$ cat src/rtl/dcache_store_buffer.sv
// dcache_store_buffer
// Posted-store buffer sitting between the MEM stage and the single data-cache
// port. Committed stores are queued in a circular FIFO and drained in order
// into the cache write channel. MEM-stage loads share the same port and get
// priority, except when the buffer is full, a write is already presented, or a
// flush is in progress. A load whose word address matches any buffered store
// (or a store accepted in the same cycle) is stalled until that store has been
// written, so the load-data path always reads up-to-date memory.

module dcache_store_buffer #(
  parameter int DEPTH = 4,
  parameter int CNT_W = $clog2(DEPTH + 1)
) (
  input  logic             clk,
  input  logic             rst,

  // Store request from the pipeline (program-older than a same-cycle load)
  input  logic             st_valid,
  input  logic [31:0]      st_addr,
  input  logic [3:0]       st_wstrb,
  input  logic [31:0]      st_wdata,
  output logic             st_ready,

  // Load request competing for the cache port
  input  logic             ld_valid,
  input  logic [31:0]      ld_addr,
  output logic             ld_grant,
  output logic             ld_stall,

  // Drain-everything request (uncached access, CACHE op, sync)
  input  logic             flush_req,

  // Cache write channel
  output logic             cache_wr_valid,
  output logic [31:0]      cache_wr_addr,
  output logic [3:0]       cache_wr_wstrb,
  output logic [31:0]      cache_wr_wdata,
  input  logic             cache_wr_ready,

  // Occupancy
  output logic             empty,
  output logic [CNT_W-1:0] count
);

  localparam int               PTR_W    = $clog2(DEPTH);
  localparam logic [CNT_W-1:0] FULL_CNT = CNT_W'(DEPTH);

  typedef enum logic {
    MODE_NORMAL,
    MODE_FLUSH
  } mode_e;

  // ---------------------------------------------------------------------------
  // State
  // ---------------------------------------------------------------------------
  logic [29:0]      r_addr [DEPTH];   // word address, bits [31:2]
  logic [3:0]       r_strb [DEPTH];
  logic [31:0]      r_data [DEPTH];
  logic [DEPTH-1:0] r_vld;            // per-entry valid, drives hazard compare
  logic [PTR_W-1:0] r_head;
  logic [PTR_W-1:0] r_tail;
  logic [CNT_W-1:0] r_count;
  logic             r_wr_hold;        // write presented last cycle, no handshake
  mode_e            r_mode;

  // ---------------------------------------------------------------------------
  // Combinational control
  // ---------------------------------------------------------------------------
  logic             w_full;
  logic             w_normal;
  logic             w_st_ready;
  logic             w_push;
  logic             w_entry_match;
  logic             w_hazard;
  logic             w_ld_grant;
  logic             w_wr_valid;
  logic             w_pop;
  logic [CNT_W-1:0] w_count_nxt;
  logic             w_unused_addr_lsb;

  // Byte offsets never matter: storage and hazard compare are word-granular.
  assign w_unused_addr_lsb = ^{st_addr[1:0], ld_addr[1:0]};

  assign w_full     = (r_count == FULL_CNT);
  assign w_normal   = (r_mode == MODE_NORMAL);

  // Store acceptance looks only at registered state, never at a same-cycle pop.
  assign w_st_ready = !rst && w_normal && !w_full;
  assign w_push     = st_valid && w_st_ready;

  // Word-address match against every live entry.
  // NOTE: every variable assigned in always_comb gets a default before any
  // conditional update; otherwise the tool infers a latch to hold the old value.
  always_comb begin
    w_entry_match = 1'b0;
    for (int i = 0; i < DEPTH; i++) begin
      if (r_vld[i] && (r_addr[i] == ld_addr[31:2])) begin
        w_entry_match = 1'b1;
      end
    end
  end

  // A store accepted this cycle is older than the load, so it counts too.
  assign w_hazard = ld_valid &&
                    (w_entry_match || (w_push && (st_addr[31:2] == ld_addr[31:2])));

  // Load wins the port unless it hazards, the buffer is full (drain must make
  // progress), or a write is already on the port waiting for its handshake.
  assign w_ld_grant = !rst && w_normal && ld_valid && !w_hazard && !w_full && !r_wr_hold;

  assign w_wr_valid = !rst && (r_count != '0) && !w_ld_grant;
  assign w_pop      = w_wr_valid && cache_wr_ready;

  // Next occupancy; a simultaneous push and pop leaves it unchanged.
  always_comb begin
    w_count_nxt = r_count;
    if (w_push && !w_pop) begin
      w_count_nxt = r_count + CNT_W'(1);
    end else if (!w_push && w_pop) begin
      w_count_nxt = r_count - CNT_W'(1);
    end
  end

  // ---------------------------------------------------------------------------
  // Sequential logic
  // ---------------------------------------------------------------------------

  // Entry payload write at the tail.
  // NOTE: the payload array has no reset; r_vld qualifies every entry, so
  // clearing the data would only add reset fan-out without changing behaviour.
  always_ff @(posedge clk) begin
    if (w_push) begin
      r_addr[r_tail] <= st_addr[31:2];
      r_strb[r_tail] <= st_wstrb;
      r_data[r_tail] <= st_wdata;
    end
  end

  // Pointers, occupancy, entry valids and the write-hold flag.
  // NOTE: sequential state uses non-blocking assignments so every register
  // samples pre-edge values, independent of statement order.
  always_ff @(posedge clk) begin
    if (rst) begin
      r_head    <= '0;
      r_tail    <= '0;
      r_count   <= '0;
      r_vld     <= '0;
      r_wr_hold <= 1'b0;
    end else begin
      if (w_pop) begin
        r_vld[r_head] <= 1'b0;
        r_head        <= r_head + PTR_W'(1);
      end
      if (w_push) begin
        r_vld[r_tail] <= 1'b1;
        r_tail        <= r_tail + PTR_W'(1);
      end
      r_count   <= w_count_nxt;
      r_wr_hold <= w_wr_valid && !cache_wr_ready;
    end
  end

  // Mode FSM: a flush blocks stores and loads until the buffer has drained.
  always_ff @(posedge clk) begin
    if (rst) begin
      r_mode <= MODE_NORMAL;
    end else begin
      case (r_mode)
        MODE_NORMAL: begin
          if (flush_req && (w_count_nxt != '0)) begin
            r_mode <= MODE_FLUSH;
          end
        end
        MODE_FLUSH: begin
          if (w_count_nxt == '0) begin
            r_mode <= MODE_NORMAL;
          end
        end
        default: r_mode <= MODE_NORMAL;
      endcase
    end
  end

  // ---------------------------------------------------------------------------
  // Outputs
  // ---------------------------------------------------------------------------
  assign st_ready       = w_st_ready;
  assign ld_grant       = w_ld_grant;
  assign ld_stall       = ld_valid && !w_ld_grant;

  assign cache_wr_valid = w_wr_valid;
  assign cache_wr_addr  = {r_addr[r_head], 2'b00};
  assign cache_wr_wstrb = r_strb[r_head];
  assign cache_wr_wdata = r_data[r_head];

  assign empty          = (r_count == '0);
  assign count          = r_count;

endmodule
$ cat config.mk
export PLATFORM = sky130hd
export DESIGN_NAME = dcache_store_buffer
export DESIGN_NICKNAME = d
export VERILOG_FILES = /design/src/rtl/dcache_store_buffer.sv
export SDC_FILE = /design/constraint.sdc
export NUM_CORES = 1
export LEC_CHECK = 0
export ABC_AREA = 1
export CAP_MARGIN = 0
export CORE_UTILIZATION = 61
export CTS_BUF_LIST = sky130_fd_sc_hd__clkbuf_4 sky130_fd_sc_hd__clkbuf_8
export DETAILED_ROUTE_END_ITERATION = 10
export MAX_ROUTING_LAYER = met4
export PLACE_DENSITY = 0.88
export RECOVER_POWER = 25
export SLEW_MARGIN = 5
export SYNTH_ARGS = -nofsm -noshare
export SYNTH_HDL_FRONTEND = slang
export SYNTH_SLANG_ARGS = --single-unit
$ cat constraint.sdc
create_clock -name clk -period 9.3 [get_ports clk]
set_input_delay 2.325 -clock clk [delete_from_list [all_inputs] [get_ports clk]]
set_output_delay 2.325 -clock clk [all_outputs]
set_load 0.02 [all_outputs]
==> reports/results.ini <==
[synth]
ys_ff_latch = 279
synthXorXnorAreaFrac = 0.0119
synthMuxAreaShare = 0
synthFlopType = edfxtp_1
synth_enable_flop_cells = 264
ys_async_sr_fraction = 0
seq_area_frac_synth = 0.623
yosys-top-cells-count = 420 x nand2_1, 264 x edfxtp_1, 192 x nor2_1
synthSimpleGateAreaFrac = 0.185
synth-compound-area-share = 0.109
synth_top_area_share = 0.601
synthCells = 1419
synth_most_common_cell = nand2_1
syn_area_per_cell_um2 = 9.30
synth_top_family_by_area = simple AND/OR/NAND/NOR gates
synth_top_cell_by_area = edfxtp_1
synth_area_leaders = edfxtp_1 60%, nand2_1 12%, nor2_1 5.5%, o21ai_0 5.2%, inv_1 3.6%
yosys_warnings = 0
synthAdderAreaFrac = 0.0104
syn_area_um2 = 13200
synth.distinct_cells = 25

[timing]
finalMaxSlewViolations = 0
fin_crit_sh = 0.774
period_minus_slack_ns = 7.20
setup_viol = 0
max_slew.worst_pin.slew_ns = 1.07
fin_skew_ns = 0.0241
rsz0062_at_grt = false
fmax_ghz = 0.139
hold_viol = 0
tns_ns = 0
maxSlewHeadroom = 0.287

[drt]
dr.pass1.iters = 8
vias_per_cell = 5.58
vias = 10700
detail-route-antenna-nets = 0
drt_iter0_markers = 1055
drc = 0
drt-wirelength-per-cell_um = 18.6
totalWireLength_um = 35500

[finish]
multiInputGateArea_um2 = 4190
regArea_um2 = 8230
nets = 1716
drive_gt1_frac = 0.0688
fin_util = 0.761
fillers = 1415
area_delta_synth_final_pct = 21.5

[clocking]
cts_tree = yes
hold_buffers = 0
htreeDepth = 2
clkSlewWorstSetupHoldPaths_ns = 0.06
insertion_delay_ns = 0.58
cts_buffers = 43
cts.sinks = 279
cts_max_path_buffers = 3
post_cts_resized = 0
postCtsSetupBuffers = 0
root_buffer = clkbuf_8

[critical_path]
worstSetupPathType = input port to output port
cp-start-kind = input port
crit_arrival_ns = 4.87
worstPathMaxFanout = 10
endpoint_kind = output port
required_ns = 6.98
slowest_delay_ns = 0.68
critical_path.cell_chain = clkdlybuf4s50_1 -> nor2_8 -> nand2_4 -> nor2_8 -> nand2_1 -> nor2_1 -> nand2_1 -> nor2_1 -> nor2_1 -> nand3_4 -> nand2_1 -> inv_1 -> clkdlybuf4s50_1
worst_path_max_delay_cell = clkdlybuf4s50_1

[global_route]
grtUsageTotal = 0.335
antenna_found_initial = 6
grt_pass1_vias = 10300
grt_pass1_wl_um = 53800
overflow = 0
grt_max_degree = 115

[min_path]
worstHoldPathType = flop to flop

[job]
drv_cap = 0

[place]
place.detailed.hpwl_um = 23400
place.gp.congestion = 0.996
io_buffer_count = 175

[floorplan]
die_w_um = 149
io_pins = 182
initial_utilization = 0.626
row_count = 53
die_y_um = 149
core_region_area_um2 = 21100
dieArea_um2 = 22200

[power]
power_leakage_nw = 6.56
total_power_mw = 3.34
peakVddDrop_mv = 0.186
p_per_area_nw_per_um2 = 208

[status]
run_status = complete, no violations

layout by cell type (no fill, tap or decap):
| cell type | count |
|---|---|
| dfxtp_4 | 1 |
| inv_1 | 122 |
| buf_4 | 8 |
| edfxtp_1 | 264 |
| nor2_1 | 192 |
| inv_4 | 1 |
| o21ai_0 | 138 |
| clkbuf_4 | 11 |
| bufinv_16 | 3 |
| xnor2_1 | 10 |
| nand3_1 | 8 |
| clkdlybuf4s50_1 | 136 |
| nand2_4 | 2 |
| clkinvlp_4 | 1 |
| inv_8 | 2 |
| conb_1 | 2 |
| nand3_4 | 2 |
| inv_2 | 33 |
| diode_2 | 8 |
| xor2_1 | 8 |
| dlygate4sd3_1 | 39 |
| ha_1 | 11 |
| o22ai_1 | 39 |
| dfxtp_1 | 14 |
| clkbuf_8 | 43 |
| o21ai_1 | 15 |
| a21oi_1 | 85 |
| clkinv_2 | 2 |
| clkinv_1 | 14 |
| nand2_1 | 420 |
| nor2_8 | 2 |
| nand4_2 | 1 |
layout make-up:
cell class                 instances  area share
multi-input combinational        935       0.261
tap                              275      0.0215
clock inverter                    21      0.0112
timing repair buffer             183       0.113
sequential                       279       0.513
clock buffer                      54      0.0421
antenna                            8     0.00125
inverter                         157      0.0369
power breakdown:
part | total [mW] | switching, mW | internal [mW]
combinational | 0.817 | 0.502 | 0.315
sequential | 1.49 | 0.0414 | 1.45
clock | 1.03 | 0.471 | 0.561
total | 3.34 | 1.01 | 2.33
through the flow:
| step | hold slack [ns] | instance area [um^2] | setup slack, ns | std cells |
|---|---|---|---|---|
| after floorplan | 0.435 | 13200 | 3.54 | 1420 |
| after global placement | 0.456 | 15200 | 2.17 | 1829 |
| after detailed placement | 0.468 | 15200 | 2.12 | 1829 |
| after CTS | 0.481 | 16000 | 2.12 | 1904 |
| after global routing | 0.492 | 16000 | 1.98 | 1910 |
| final | 0.478 | 16000 | 2.10 | 1912 |
registers in the layout (all words and copies together) (netlist names), named ones only:
| name | count |
|---|---|
| count | 3 |
| r_head | 2 |
| r_addr | 120 |
| r_strb | 16 |
| r_data | 128 |
| r_vld | 4 |
| r_mode | 1 |
| r_tail | 2 |
| r_wr_hold | 1 |
layer usage:
metal / wire length [um] / vias up / track usage
met5: 0 / - / -
met4: 1120 / 0 / 0.132
met3: 3770 / 69 / 0.0804
met2: 17400 / 612 / 0.540
met1: 13200 / 4922 / 0.409
li1: - / 5072 / -
cell families after synthesis:
| group | after synthesis |
|---|---|
| AOI/OAI and AO/OA | 277 |
| xor gates and xnor gates | 18 |
| other | 1 |
| DFF | 279 |
| buffers and inverters | 206 |
| adders and majority gates | 11 |
| and+or+nand+nor | 627 |
path summary, 6_finish.rpt:
kind / start / to / slack, ns / depth (start not counted)
worst max-delay path: rst / cache_wr_valid / 2.10 / 13
worst min-delay path: r_vld[0] / r_vld[0] / 0.48 / 2
worst max register to register: count[0] / r_data[0][5] / 6.53 / 8
worst min register to register: r_vld[0] / r_vld[0] / 0.48 / 2
critical path, delay by kind of cell:
kind | cells | cell delay (ns)
buffers and inverters | 3 | 1.33
AND/OR/NAND/NOR | 10 | 1.19
No activity file was read; power rests on OpenSTA's default activity.
==> RTL change, RTL diff (same settings) <==
`DEPTH`: 4 -> 8.
--- a/src/rtl/dcache_store_buffer.sv
+++ b/src/rtl/dcache_store_buffer.sv
@@ -8,7 +8,7 @@
 // written, so the load-data path always reads up-to-date memory.
 
 module dcache_store_buffer #(
-  parameter int DEPTH = 4,
+  parameter int DEPTH = 8,
   parameter int CNT_W = $clog2(DEPTH + 1)
 ) (
   input  logic             clk,
Ports: changed (resized count); port bits go from 182 to 183. No check against the original RTL was run, so the function may have changed too.
==> RTL change against the unedited design <==
  * Wire length grew 130%
  * Synthesized area grew 98%
  * Worst setup slack lost 0.69 ns
  * Global-route usage grew 4.4 points
  * Cell area grew 86%
  * Cell count grew 83%
  * Sequential cell count grew 272
  * Die area grew 97%
  * Utilization shrank 5.1 points
  * Total power grew 86%
  * Largest power group unchanged
==> RTL change: results (changes against the unedited design) <==
* Status: finished clean
* Final GP Congestion at 1.07 (+7.3%)
* DR pass1 iterations at 5 (-3)
* Post-synthesis cell type count at 37 (+48%)
* Global Route Usage Sum at 37.9% (+4.4 points)
* Placed cell areas at 28100 um2 (+86%)
* Max stage delay on crit path at 0.91 ns (+0.23 ns)
* Fillers at 2979 (+110%)
* Worst EP arrival at 5.57 ns (+0.70 ns)
* Non-Filler Instances at 3500 (+83%)
* Antenna violations before repair at 7 (+1)
* Via density at 6.03 (+8.0%)
* PortBufs at 176 (+0.57%)
* Synth cell count leaders: nand2_1, edfxtp_1, nor2_1, inv_1, o21ai_0
* H-tree depth at 3 (+1)
* Syn_area_per_cell at 9.55 um2 (+2.6%)
* Dominant cells by area after synthesis: edfxtp_1, nand2_1, nor2_1, o21ai_0, inv_1
* Worst slew margin at 26.1% (-2.7 points)
* Largest net degree at the start of global routing at 203 (+77%)
* Vias in the first global route at 19829 (+92%)
* Clock skew at 0.0299 ns (+0.00576 ns)
* Global-route wire length before repair at 119000 um (+120%)
* Leakage power at 11.5 nW (+76%)
* Clock Latency Late Sink at 0.68 ns (+0.10 ns)
* Top flop regs: r_data (256), r_addr (240), r_strb (32)
* Max IR drop VDD at 0.189 mV (+1.6%)
* Pre-CTS setup slack at 1.50 ns (-0.625 ns)
* Multi-input logic area at 8030 um2 (+92%)
* Post-DP HPWL at 51100 um (+120%)
* Ratio of cells with drive above 1 in the final layout at 6.44% (-0.44 points)
* Post-synthesis sequential area ratio at 62.4% (+0.075 points)
* Nets at 2993 (+74%)
-- RTL change: cells by family after synthesis --
logic type | synth area share (%)
flops | 62.4
simple gates | 16.9
xor+xnor | 2.71
fa+ha+maj | 0.191
compound gates | 10.7
other cells | 0.0143
buf+inv | 7.13
-- RTL change: per-layer routing --
layer | track usage, % | vias up | share of wire, %
li1 | - | 9439 | -
met3 | 6.75 | 238 | 12
met4 | 18.5 | 0 | 5.3
met5 | - | - | 0
met1 | 48.7 | 9938 | 36
met2 | 58.5 | 1493 | 47
-- RTL change: cell type report --
| type | count | area share (%) |
|---|---|---|
| flip-flops and latches | 551 | 54.6 |
| repair buffers | 192 | 6.33 |
| inverters | 319 | 4.06 |
| clock buffers | 121 | 4.94 |
| diodes | 9 | 0.0753 |
| well taps | 539 | 2.25 |
| clock inverters | 36 | 0.904 |
| multi-input cells | 1733 | 26.9 |
-- RTL change: path summary, 6_finish.rpt --
check                                  from        endpoint  slack [ns]  cells after the start
worst max register to register     count[0]   r_addr[3][25]        5.52                     10
worst max-delay path            ld_addr[21]  cache_wr_valid        1.41                     14
worst min-delay path               r_vld[7]        r_vld[7]        0.49                      2
worst min register to register     r_vld[7]        r_vld[7]        0.49                      2
-- RTL change: power by group --
group | total [mW] | switching [mW] | internal (mW)
logic | 1.26 | 0.818 | 0.442
clock network | 2.09 | 0.970 | 1.12
registers | 2.87 | 0.0725 | 2.80
total | 6.22 | 1.86 | 4.36
-- RTL change: worst min-delay path, delay by kind of cell (launching register included) --
family,cells,cell delay [ns]
flip-flops,1,0.32
AO/OA/AOI/OAI,2,0.13
